File: src/rtl/led_status_driver.sv
// LED front-end: per-LED off/static/blink/PWM modes behind a PLL-lock supervisor
// that shows a bouncing scan pattern until lock has been stable for LOCK_SETTLE cycles.
module led_status_driver #(
  parameter int NUM_LEDS    = 5,
  parameter bit ACTIVE_LOW  = 1'b1,
  parameter int BLINK_DIV   = 12_500_000,
  parameter int SCAN_DIV    = 5_000_000,
  parameter int LOCK_SETTLE = 1_000_000,
  parameter int PWM_BITS    = 8
) (
  input  logic                  clk_50,
  input  logic                  global_reset,
  input  logic                  pll_locked,
  input  logic [NUM_LEDS-1:0]   pio_val,
  input  logic [2*NUM_LEDS-1:0] led_mode,
  input  logic [PWM_BITS-1:0]   brightness,
  output logic                  scanning,
  output logic [NUM_LEDS-1:0]   LED
);

  localparam int BW = $clog2(BLINK_DIV);
  localparam int CW = $clog2(SCAN_DIV);
  localparam int SW = (LOCK_SETTLE > 1) ? $clog2(LOCK_SETTLE) : 1;
  localparam int PW = (NUM_LEDS > 1) ? $clog2(NUM_LEDS) : 1;

  localparam logic [BW-1:0] BLINK_LAST  = BW'(BLINK_DIV - 1);
  localparam logic [CW-1:0] SCAN_LAST   = CW'(SCAN_DIV - 1);
  localparam logic [SW-1:0] SETTLE_LAST = SW'(LOCK_SETTLE - 1);
  localparam logic [PW-1:0] POS_LAST    = PW'(NUM_LEDS - 1);
  // XOR mask that turns a logical "on" vector into pin levels.
  localparam logic [NUM_LEDS-1:0] UNLIT = ACTIVE_LOW ? {NUM_LEDS{1'b1}} : {NUM_LEDS{1'b0}};

  typedef enum logic [1:0] {
    ST_SCAN   = 2'd0,
    ST_SETTLE = 2'd1,
    ST_RUN    = 2'd2
  } state_t;

  state_t                state_r;
  logic                  lock_meta_r;
  logic                  lock_s;
  logic [SW-1:0]         settle_cnt_r;
  logic [CW-1:0]         scan_cnt_r;
  logic [PW-1:0]         scan_pos_r;
  logic                  scan_up_r;
  logic [BW-1:0]         blink_cnt_r;
  logic                  blink_phase_r;
  logic [PWM_BITS-1:0]   pwm_cnt_r;

  logic [CW-1:0]         scan_cnt_nx_s;
  logic [PW-1:0]         scan_pos_nx_s;
  logic                  scan_up_nx_s;
  logic                  pwm_on_s;
  logic [NUM_LEDS-1:0]   disp_s;

  // Next scan position: bounce between the end LEDs, one step per scan_cnt wrap.
  always_comb begin
    scan_cnt_nx_s = scan_cnt_r + 1'b1;
    scan_pos_nx_s = scan_pos_r;
    scan_up_nx_s  = scan_up_r;
    if (scan_cnt_r == SCAN_LAST) begin
      scan_cnt_nx_s = '0;
      if (NUM_LEDS > 1) begin
        if (scan_up_r) begin
          if (scan_pos_r == POS_LAST) begin
            scan_up_nx_s  = 1'b0;
            scan_pos_nx_s = scan_pos_r - 1'b1;
          end else begin
            scan_pos_nx_s = scan_pos_r + 1'b1;
          end
        end else begin
          if (scan_pos_r == '0) begin
            scan_up_nx_s  = 1'b1;
            scan_pos_nx_s = scan_pos_r + 1'b1;
          end else begin
            scan_pos_nx_s = scan_pos_r - 1'b1;
          end
        end
      end else begin
        scan_pos_nx_s = '0;
      end
    end else begin
      scan_cnt_nx_s = scan_cnt_r + 1'b1;
    end
  end

  // Logical LED pattern for the current state, before the output register.
  always_comb begin
    pwm_on_s = (pwm_cnt_r < brightness);
    disp_s   = '0;
    for (int i = 0; i < NUM_LEDS; i++) begin
      if (state_r == ST_RUN) begin
        case (led_mode[2*i +: 2])
          2'b00:   disp_s[i] = 1'b0;
          2'b01:   disp_s[i] = pio_val[i];
          2'b10:   disp_s[i] = pio_val[i] & blink_phase_r;
          2'b11:   disp_s[i] = pio_val[i] & pwm_on_s;
          default: disp_s[i] = 1'b0;
        endcase
      end else begin
        disp_s[i] = (scan_pos_r == PW'(i));
      end
    end
  end

  // Lock synchroniser, supervisor FSM, display counters and registered outputs.
  always_ff @(posedge clk_50) begin
    if (global_reset) begin
      lock_meta_r   <= 1'b0;
      lock_s        <= 1'b0;
      state_r       <= ST_SCAN;
      settle_cnt_r  <= '0;
      scan_cnt_r    <= '0;
      scan_pos_r    <= '0;
      scan_up_r     <= 1'b1;
      blink_cnt_r   <= '0;
      blink_phase_r <= 1'b1;
      pwm_cnt_r     <= '0;
      scanning      <= 1'b1;
      LED           <= UNLIT;
    end else begin
      lock_meta_r <= pll_locked;
      lock_s      <= lock_meta_r;
      pwm_cnt_r   <= pwm_cnt_r + 1'b1;
      scanning    <= (state_r != ST_RUN);
      LED         <= disp_s ^ UNLIT;
      case (state_r)
        ST_SCAN: begin
          scan_cnt_r    <= scan_cnt_nx_s;
          scan_pos_r    <= scan_pos_nx_s;
          scan_up_r     <= scan_up_nx_s;
          blink_cnt_r   <= '0;
          blink_phase_r <= 1'b1;
          settle_cnt_r  <= '0;
          if (lock_s) begin
            state_r <= ST_SETTLE;
          end
        end
        ST_SETTLE: begin
          scan_cnt_r    <= scan_cnt_nx_s;
          scan_pos_r    <= scan_pos_nx_s;
          scan_up_r     <= scan_up_nx_s;
          blink_cnt_r   <= '0;
          blink_phase_r <= 1'b1;
          if (!lock_s) begin
            state_r <= ST_SCAN;
          end else if (settle_cnt_r == SETTLE_LAST) begin
            state_r <= ST_RUN;
          end else begin
            settle_cnt_r <= settle_cnt_r + 1'b1;
          end
        end
        ST_RUN: begin
          // Scan state is parked so a lock loss restarts the pattern at LED 0.
          scan_cnt_r <= '0;
          scan_pos_r <= '0;
          scan_up_r  <= 1'b1;
          if (blink_cnt_r == BLINK_LAST) begin
            blink_cnt_r   <= '0;
            blink_phase_r <= ~blink_phase_r;
          end else begin
            blink_cnt_r <= blink_cnt_r + 1'b1;
          end
          if (!lock_s) begin
            state_r <= ST_SCAN;
          end
        end
        default: begin
          state_r <= ST_SCAN;
        end
      endcase
    end
  end

endmodule

File: config.mk
export PLATFORM = sky130hd
export DESIGN_NAME = led_status_driver
export DESIGN_NICKNAME = d
export VERILOG_FILES = /design/src/rtl/led_status_driver.sv
export SDC_FILE = /design/constraint.sdc
export NUM_CORES = 1
export LEC_CHECK = 0
export ABC_AREA = 1
export CORE_MARGIN = 2
export CORE_UTILIZATION = 38
export CTS_BUF_LIST = sky130_fd_sc_hd__clkbuf_2
export CTS_CLUSTER_DIAMETER = 150
export CTS_CLUSTER_SIZE = 20
export DETAILED_ROUTE_END_ITERATION = 6
export GPL_ROUTABILITY_DRIVEN = 0
export GPL_TIMING_DRIVEN = 0
export SYNTH_ARGS = -nofsm -noshare
export SYNTH_HDL_FRONTEND = slang
export SYNTH_SLANG_ARGS = --single-unit
File: constraint.sdc
create_clock -name clk_50 -period 1.45 [get_ports clk_50]
set_input_delay 0.29 -clock clk_50 [delete_from_list [all_inputs] [get_ports clk_50]]
set_output_delay 0.29 -clock clk_50 [all_outputs]
set_load 0.02 [all_outputs]
==> impl_metrics.json <==
{
  "synth_commonest_cells": "nand2_1 (270), nor2_1 (142), dfxtp_1 (90)",
  "cts_sinks": 90,
  "rsz0062_at_grt": "yes",
  "worstSetupPathType": "reg2reg",
  "final_area_mm2": 0.00779,
  "io_pins": 32,
  "final_nets": 1049,
  "yosysMostFrequentCell": "nand2_1",
  "synth.cell_area_mm2": 0.00564,
  "swShare": 0.256,
  "cts_tree": "built",
  "synth_edf_count": 0,
  "wire_per_inst_um": 13.8,
  "ys_warn_count": 0,
  "hold_depth": 3,
  "final_core_util": 0.536,
  "yosysTopAreaCellShare": 0.320,
  "max_cap_viol_count": 0,
  "worst_slack_ps": -162,
  "grt_usage": 0.197,
  "initial_core_util": 0.388,
  "dpl_cell_area_mm2": 0.00625,
  "dpl.cell_count": 1121,
  "leakage_nw": 2.83,
  "synth_cell_types": 38,
  "grt_max_degree": 14,
  "syn2layout_area_growth_pct": 38.1,
  "synth_ff_type": "dfxtp_1",
  "synth_nets": 949,
  "antenna_found_initial": 1,
  "routed_wirelength_um": 16500,
  "finClkSkew_ps": 34.2,
  "ff2ff_path_depth": 9,
  "p_comb_frac": 0.072,
  "tightest_slew_ps": 714,
  "die_h_um": 126,
  "switching_power_mw": 1.10,
  "cts_made_buffers": 9,
  "hold_slack_ps": 161,
  "grt_pass1_wl_um": 25700,
  "core_mm2": 0.0145,
  "fmax_mhz": 621,
  "cp-start-kind": "flip-flop",
  "avgSynthCellArea_um2": 6.22,
  "power_density_mw_per_mm2": 550,
  "grt_remaining_overflow": 0,
  "drive_gt1_frac": 0.329,
  "yosys_register_bits": 90,
  "die_area_mm2": 0.0158,
  "clk_pin_slew_ps": 260,
  "max-vdd-ir-drop_uv": 428,
  "period_needed_ps": 1610,
  "fin_cells": 1195,
  "final_max_slew_viol_count": 0,
  "violations": "negative setup slack",
  "drc": 0,
  "tns_ps": -4680,
  "row_count": 44,
  "async_flop_share": 0,
  "dp_slack_ps": -685,
  "holdBufCountCts": 0,
  "p_seq_frac": 0.579,
  "vias_per_cell": 5.08,
  "cts_max_path_buffers": 2,
  "hold_path.class": "in2reg",
  "ys_seq_area_frac": 0.320,
  "first_pass_iters": 6,
  "slew_headroom": 0.524,
  "syn_inst": 906,
  "cp_data_required_time_ps": 1980,
  "cp.arrival_ps": 2140,
  "ys_top_cells_by_area": "dfxtp_1 (32%), nand2_1 (18%), nor2_1 (9.5%)",
  "first_global_vias": 5438,
  "min_period_over_period": 1.11,
  "setup_viol": 53,
  "root_buffer": "clkbuf_2",
  "vias": 6067,
  "worstSetupEndpointType": "flip-flop",
  "dp_hpwl_um": 10800,
  "worstSkewPairLatency_ps": 620,
  "io_buffer_count": 31,
  "synth_top_area_cell": "dfxtp_1",
  "p_int_mw": 3.19,
  "status": "finished with violations",
  "htreeDepth": 3,
  "drt_iter0_drc": 394,
  "hold_viol_final": 0,
  "ant_nets": 0,
  "p_total_mw": 4.29,
  "clkPwrFrac": 0.349,
  "die_w_um": 126,
  "path_max_fanout": 6
}
## path summary, 6_finish.rpt
| check | start | end | slack (ps) |
|---|---|---|---|
| min reg2reg | lock_meta_r | lock_s | 420 |
| min | pll_locked | lock_meta_r | 160 |
| max reg2reg | scan_cnt_r[0] | scan_cnt_r[5] | -160 |
| max | scan_cnt_r[0] | scan_cnt_r[5] | -160 |
## registers in the layout (all words and copies together), names as in the netlist
register / flops
lock_meta_r: 1
pwm_cnt_r: 8
scan_pos_r: 3
scanning: 1
LED: 5
scan_cnt_r: 23
scan_up_r: 1
blink_cnt_r: 24
lock_s: 1
blink_phase_r: 1
settle_cnt_r: 20
state_r: 2
## worst max-delay path, cell delays in order, from the launching register on
cell       delay (ps)
dfxtp_4           440
ha_4              170
nand3_4            90
nor2_4            120
nand4_1           170
nand2_4           210
inv_8              60
clkbuf_16         170
nand2_2            60
a21oi_2            40
## power by group through the flow
stage	Combinational (mW)	Sequential (mW)	Clock, mW
finish	0.308	2.48	1.50
CTS	0.273	2.50	1.53
global placement	0.245	2.57	0
global route	0.339	2.49	1.63
floorplan	0.121	2.57	0
detailed placement	0.246	2.57	0
## repair_timing
item	CTS	global route
endpoints found under the setup margin	81	85
buffers inserted	38	20
pin swaps	33	45
gates resized for setup	162	169
cloned	2	2
## cell type report
cell class                 count  area (um^2)
timing repair buffer          91          868
inverter                      95          377
fill                        1435         6750
clock inverter                 3         65.1
antenna                        1         2.50
sequential                    90         1930
buffer                        19          125
multi-input combinational    700         4130
clock buffer                  12         60.1
tap                          184          230
## cell families after synthesis
family                   count (synthesis)  share of synthesized area
AND/OR/NAND/NOR                        551                      0.419
buffers and inverters                  116                     0.0819
AO/OA/AOI/OAI                          113                      0.112
flip-flops                              90                      0.320
XOR/XNOR                                19                     0.0295
adder cells (fa/ha/maj)                 17                     0.0377
## per-layer routing
metal | track usage | part of all wire | vias up
met5 | 0 | 0 | -
met2 | 0.329 | 0.47 | 149
li1 | - | - | 3096
met4 | 0.0814 | 0.024 | 0
met3 | 0.0289 | 0.044 | 35
met1 | 0.256 | 0.46 | 2787
## cell usage in the layout, fill, tap and decap left out, types with 25 or more instances in the layout
| cell | n |
|---|---|
| a21oi_2 | 32 |
| nand3_1 | 51 |
| buf_4 | 44 |
| dfxtp_2 | 36 |
| nand2_2 | 36 |
| nor2_1 | 115 |
| clkdlybuf4s50_1 | 25 |
| a21oi_1 | 38 |
| nand2_1 | 222 |
| inv_1 | 87 |
| dfxtp_1 | 32 |
(Power assumes the default switching activity.)
==> RTL edit 1 (same settings) <==
The 3 states of `state_t` get a one-hot encoding in 3 bits.
--- a/src/rtl/led_status_driver.sv
+++ b/src/rtl/led_status_driver.sv
@@ -31,8 +31,8 @@
   localparam logic [NUM_LEDS-1:0] UNLIT = ACTIVE_LOW ? {NUM_LEDS{1'b1}} : {NUM_LEDS{1'b0}};
 
-  typedef enum logic [1:0] {
-    ST_SCAN   = 2'd0,
-    ST_SETTLE = 2'd1,
-    ST_RUN    = 2'd2
+  typedef enum logic [2:0] {
+    ST_SCAN   = 3'b001,
+    ST_SETTLE = 3'b010,
+    ST_RUN    = 3'b100
   } state_t;
 
Formal check against the unedited RTL: same outputs for any inputs over 10 cycles, from zero or initial values and one cycle with global_reset high; not proved beyond that.
==> RTL edit 1 against the unedited design <==
Fmax down 1.8%. Area after synthesis down 1.4%. Sequential cell count up 1. Largest cell class unchanged. Worst setup slack worse by 29 ps. Non-clock buffer count up 26. The run still ends with negative setup slack left. Final area up 4.8%. Utilization up 3.0 points. Routed wire length up 4.3%.
Power is not compared: it rests on default switching activity, and its combinational part moved more than twofold at a synthesized area within 25%.
==> RTL edit 1: results (changes against the unedited design) <==
* Initial detailed-routing violation count at 454 (was 394)
* Library cells used by synthesis at 41 (was 38)
* Detailed-route wire length per cell at 14.39 µm (was 13.78 µm)
* Setup WS pre-CTS at -950.0 ps (was -685.2 ps)
* Post-synthesis compound-gate area fraction at 0.1245 (was 0.1123)
* Final setup margin at -190.3 ps (was -161.5 ps)
* Register clock-pin slew on the reported worst setup and hold paths at 230 ps (was 260 ps)
* Routed vias/inst at 5.045 (was 5.077)
* Vias in the first global route at 5411 (was 5438)
* Outcome: finished with violations (unchanged)
* Crit-path max FO at 7 (was 6)
* Pre-antenna DRT Iters at 4 (was 6)
* Critical Path AT at 2200 ps (was 2140 ps)
* Worst slew pin tran at 710.3 ps (was 713.5 ps)
* Total track usage at 0.2059 (was 0.1970)
* Setup violators final at 53 (unchanged)
* TNS Setup at -4699 ps (was -4684 ps)
* Fin nets at 1048 (was 1049)
* Final setup skew at 34.82 ps (was 34.17 ps)
* Post-synthesis sequential area ratio at 0.3278 (was 0.3196)
* Share of post-route cells with drive strength above 1 at 0.3829 (was 0.3287)
* Dpl cell area at 6162 µm² (was 6254 µm²)
* Failing checks: negative setup slack (unchanged)
* Layout filler cell count at 1354 (was 1435)
* XOR/XNOR Fraction of Synth Area at 0.02994 (was 0.02952)
-- RTL edit 1: cell types whose count changed after synthesis, sizes merged, moves of 5 or more --
cell / change
nand3: -9
nor2: -16
nand2: -6
clkbuf: -5
buf: +7
a21oi: +5
-- RTL edit 1: what timing repair did --
item	4_1_cts	5_1_grt
gates cloned	5	4
resized for setup	179	204
pin swaps	42	77
endpoints found under the setup margin	88	84
setup buffers	48	31
-- RTL edit 1: logic make-up after synthesis --
group	after synthesis
flip-flops	91
buffers and inverters	120
adder cells (fa/ha/maj)	17
AO/OA/AOI/OAI	119
AND/OR/NAND/NOR	515
XOR/XNOR	19
-- RTL edit 1: critical path: cells and delay by family (launching register included) --
kind / cells / cell delay [ps]
and+or+nand+nor: 7 / 650
DFF: 1 / 450
buffers and inverters: 4 / 380
AOI/OAI and AO/OA: 1 / 110
-- RTL edit 1: final cells by class --
| cell class | instances | share of cell area |
|---|---|---|
| multi-input cells | 670 | 0.5099 |
| flip-flops and latches | 91 | 0.2367 |
| repair buffers | 113 | 0.1397 |
| inverters | 97 | 0.04645 |
| well taps | 184 | 0.02821 |
| plain buffers | 23 | 0.02729 |
| clock buffers | 10 | 0.006132 |
| clock inverters | 4 | 0.005366 |
| diodes | 1 | 0.0003066 |
-- RTL edit 1: per-layer routing --
layer,vias up,global-route usage,part of all wire
met5,-,0,0
met4,0,0.06209,0.018
met3,25,0.04450,0.047
met2,119,0.3308,0.47
met1,2805,0.2790,0.46
li1,3070,-,-
-- RTL edit 1: final timing paths --
path | start | endpoint | slack (ps)
setup / recovery | settle_cnt_r[5] | settle_cnt_r[4] | -190
hold / removal | pll_locked | lock_meta_r | 220
setup reg to reg | settle_cnt_r[5] | settle_cnt_r[4] | -190
hold reg to reg | lock_meta_r | lock_s | 420
-- RTL edit 1: power by group through the flow --
stage	combinational, mW	clock (mW)	sequential, mW
3_5_place_dp	0.438	0	2.61
2_1_floorplan	0.257	0	2.60
6_report	0.821	1.28	2.54
4_1_cts	0.679	1.33	2.56
5_1_grt	0.876	1.41	2.55
3_3_place_gp	0.433	0	2.61
-- RTL edit 1: per-stage QoR --
stage               utilization  hold slack [ps]  std cells
finish                   0.5658            224.2       1193
global route             0.5658            166.1       1193
CTS                      0.5021            161.4       1162
detailed placement       0.4272            395.6       1096
global placement         0.4272            398.8       1096
floorplan                     -            388.3        881
==> RTL edit 2 (same settings) <==
Made on the original files. The parameter `LOCK_SETTLE` goes from 1_000_000 to 250_000.
--- a/src/rtl/led_status_driver.sv
+++ b/src/rtl/led_status_driver.sv
@@ -6,5 +6,5 @@
   parameter int BLINK_DIV   = 12_500_000,
   parameter int SCAN_DIV    = 5_000_000,
-  parameter int LOCK_SETTLE = 1_000_000,
+  parameter int LOCK_SETTLE = 250_000,
   parameter int PWM_BITS    = 8
 ) (
Check against the original RTL: no difference found for any inputs over 10 cycles, from zero or initial values and one cycle with global_reset high; that may be too few to reach the edited logic, so the function may still have changed.
==> RTL edit 2 against the unedited design <==
Worst setup slack better by 28 ps. Sequential cell count down 2. Critical path type unchanged. The flow still finishes with violations (negative setup slack). Via count down 8.7%. Largest cell class unchanged. Final area down 6.5%. Area after synthesis down 3.6%. Critical endpoint is now settle_cnt_r[17]. Power down 6.6%. Routed wire length down 10%.
==> RTL edit 2: results (changes against the unedited design) <==
* Cell count of the worst reg-to-reg path at 12 (was 9)
* Register clock-pin slew on the reported worst setup and hold paths at 250 ps
* Total track usage at 0.1924 (was 0.1970)
* CTS Root Cell: clkbuf_2 (unchanged)
* Final setup skew at 43.79 ps (was 34.17 ps)
* PortBufs at 30 (was 31)
* Outcome: finished with violations (unchanged)
* Synth area leaders: dfxtp_1 (32%), nand2_1 (16%), nor2_1 (7.7%) (was dfxtp_1 (32%), nand2_1 (18%), nor2_1 (9.5%))
* Routed vias/inst at 4.970 (was 5.077)
* TNS Setup at -3351 ps (was -4684 ps)
* Final setup margin at -133.3 ps (was -161.5 ps)
* Worst hold path class: input pin to flip-flop (unchanged)
* Biggest regs: blink_cnt_r: 24 flops, scan_cnt_r: 23 flops, settle_cnt_r: 18 flops (was blink_cnt_r: 24 flops, scan_cnt_r: 23 flops, settle_cnt_r: 20 flops)
* CP Capture Type: flip-flop (unchanged)
* Syn_nets at 886 (was 949)
* Failing checks: negative setup slack (unchanged)
* H-tree levels at 3 (unchanged)
* Crit-path max FO at 4 (was 6)
* HPWL Detailed at 9.778 mm (was 10.84 mm)
* Net Sw Power at 1.057 mW (was 1.100 mW)
* Fin nets at 972 (was 1049)
* R2R Path Start: settle_cnt_r[0] (was scan_cnt_r[0])
* Peak VDD IR at 254.8 µV (was 428.4 µV)
* Post-synthesis sequential area ratio at 0.3241 (was 0.3196)
* Warnings, synthesis at 0 (unchanged)
* Dpl cell area at 5986 µm² (was 6254 µm²)
* Startpoint of the worst setup timing path: settle_cnt_r[0] (was scan_cnt_r[0])
* Layout filler cell count at 1385 (was 1435)
* Setup WS pre-CTS at -441.0 ps (was -685.2 ps)
* Critical Path AT at 2110 ps (was 2140 ps)
* Final wirelength at 14.75 mm (was 16.47 mm)
* Clock latency on the worst-skew pair at 610 ps
* Initial antenna violation count at 1 (unchanged)
* Clk buf depth at 2 (unchanged)
* Share of post-route cells with drive strength above 1 at 0.3065 (was 0.3287)
* Inst Count DP at 1053 (was 1121)
* P_leak at 2.703 nW (was 2.828 nW)
* Initial detailed-routing violation count at 285 (was 394)
* Pin count of the biggest net entering global routing at 15 (was 14)
* Synth top cells by count: nand2_1 (228), nor2_1 (111), dfxtp_1 (88) (was nand2_1 (270), nor2_1 (142), dfxtp_1 (90))
* Num CTS Buffers at 9 (unchanged)
* RR Endpoint: settle_cnt_r[17] (was scan_cnt_r[5])
* First-pass GRT wire length at 23.27 mm (was 25.66 mm)
* Library cells used by synthesis at 44 (was 38)
* Setup violators final at 59 (was 53)
* Detailed-route wire length per cell at 13.24 µm (was 13.78 µm)
* Relative slew slack at 0.4907 (was 0.5243)
* Syn Inst Count at 843 (was 906)
* Asr flop ratio synth at 0 (unchanged)
* Pre-antenna DRT Iters at 4 (was 6)
* Vias in the first global route at 5011 (was 5438)
* Final hold violation count at 0 (unchanged)
==> RTL edit 2: changes by cell type in the layout (fill, tap and decap cells not counted), sizes merged, moves of 4 or more <==
cell	unedited run	this run
a31oi	0	4
buf	70	57
clkbuf	27	19
nand2	276	239
nor2	157	128
nor3	7	18
nor3b	2	7
o21a	6	2
o21ai	28	24
xor2	14	9
==> RTL edit 2: critical path, cell delays in order (launching register included) <==
cell     delay (ps)
dfxtp_4         410
ha_4            150
nand2_4          50
nor2_4          120
inv_2            50
nor2_2          110
nand3_2         120
nand3_4         150
buf_6           120
buf_6            90
nor2_2           30
nor2_1           80
nor2_1           40
==> RTL edit 2: timing repair <==
action / in CTS / in global routing
pin swaps: 39 / 41
gates resized for setup: 141 / 129
setup endpoints to repair: 76 / 77
endpoints found under the hold margin: 0 / 0
buffers inserted: 32 / 13
gates cloned: 2 / 1
==> RTL edit 2: cell type report <==
class,instances,area [µm²],share of cell area
Clock inverter,6,61.31,0.008418
Antenna cell,1,2.502,0.0003436
Inverter,98,384.1,0.05274
Tap cell,180,225.2,0.03092
Buffer,17,112.6,0.01546
Timing Repair Buffer,74,713.2,0.09792
Multi-Input combinational cell,641,3892,0.5344
Clock buffer,9,45.04,0.006185
Sequential cell,88,1847,0.2536
==> RTL edit 2: power groups by stage <==
stage / Combinational (mW) / Sequential [mW] / Clock [mW]
2_1_floorplan: 0.113 / 2.51 / 0
3_3_place_gp: 0.225 / 2.51 / 0
3_5_place_dp: 0.226 / 2.51 / 0
4_1_cts: 0.252 / 2.45 / 1.33
5_1_grt: 0.310 / 2.45 / 1.41
6_report: 0.282 / 2.45 / 1.27
==> RTL edit 2: cell families (layout without fill, tap and decap cells) <==
family / after synthesis / after routing / synth area share
AO/OA/AOI/OAI: 112 / 112 / 0.1151
XOR/XNOR: 11 / 11 / 0.01773
adder cells (fa/ha/maj): 17 / 17 / 0.03913
buffers and inverters: 115 / 204 / 0.08425
flip-flops: 88 / 88 / 0.3241
other: 0 / 1 / 0
AND/OR/NAND/NOR: 500 / 501 / 0.4197
==> RTL edit 2: how the worst min path moves through the flow <==
stage,from,to,slack [ps],cells past startpoint
finish,pll_locked,lock_meta_r,190,3
global route,pll_locked,lock_meta_r,200,3
global placement,lock_meta_r,lock_s,410,2
detailed placement,lock_meta_r,lock_s,410,2
floorplan,lock_meta_r,lock_s,390,2
CTS,pll_locked,lock_meta_r,160,3
==> RTL edit 2: layer usage <==
metal  wire length [µm]  track usage  vias up
li1                   -            -     2899
met1               7048       0.2458     2539
met2               6919       0.3314       84
met3                549      0.02518       15
met4                232      0.06960        0
met5                  0            0        -
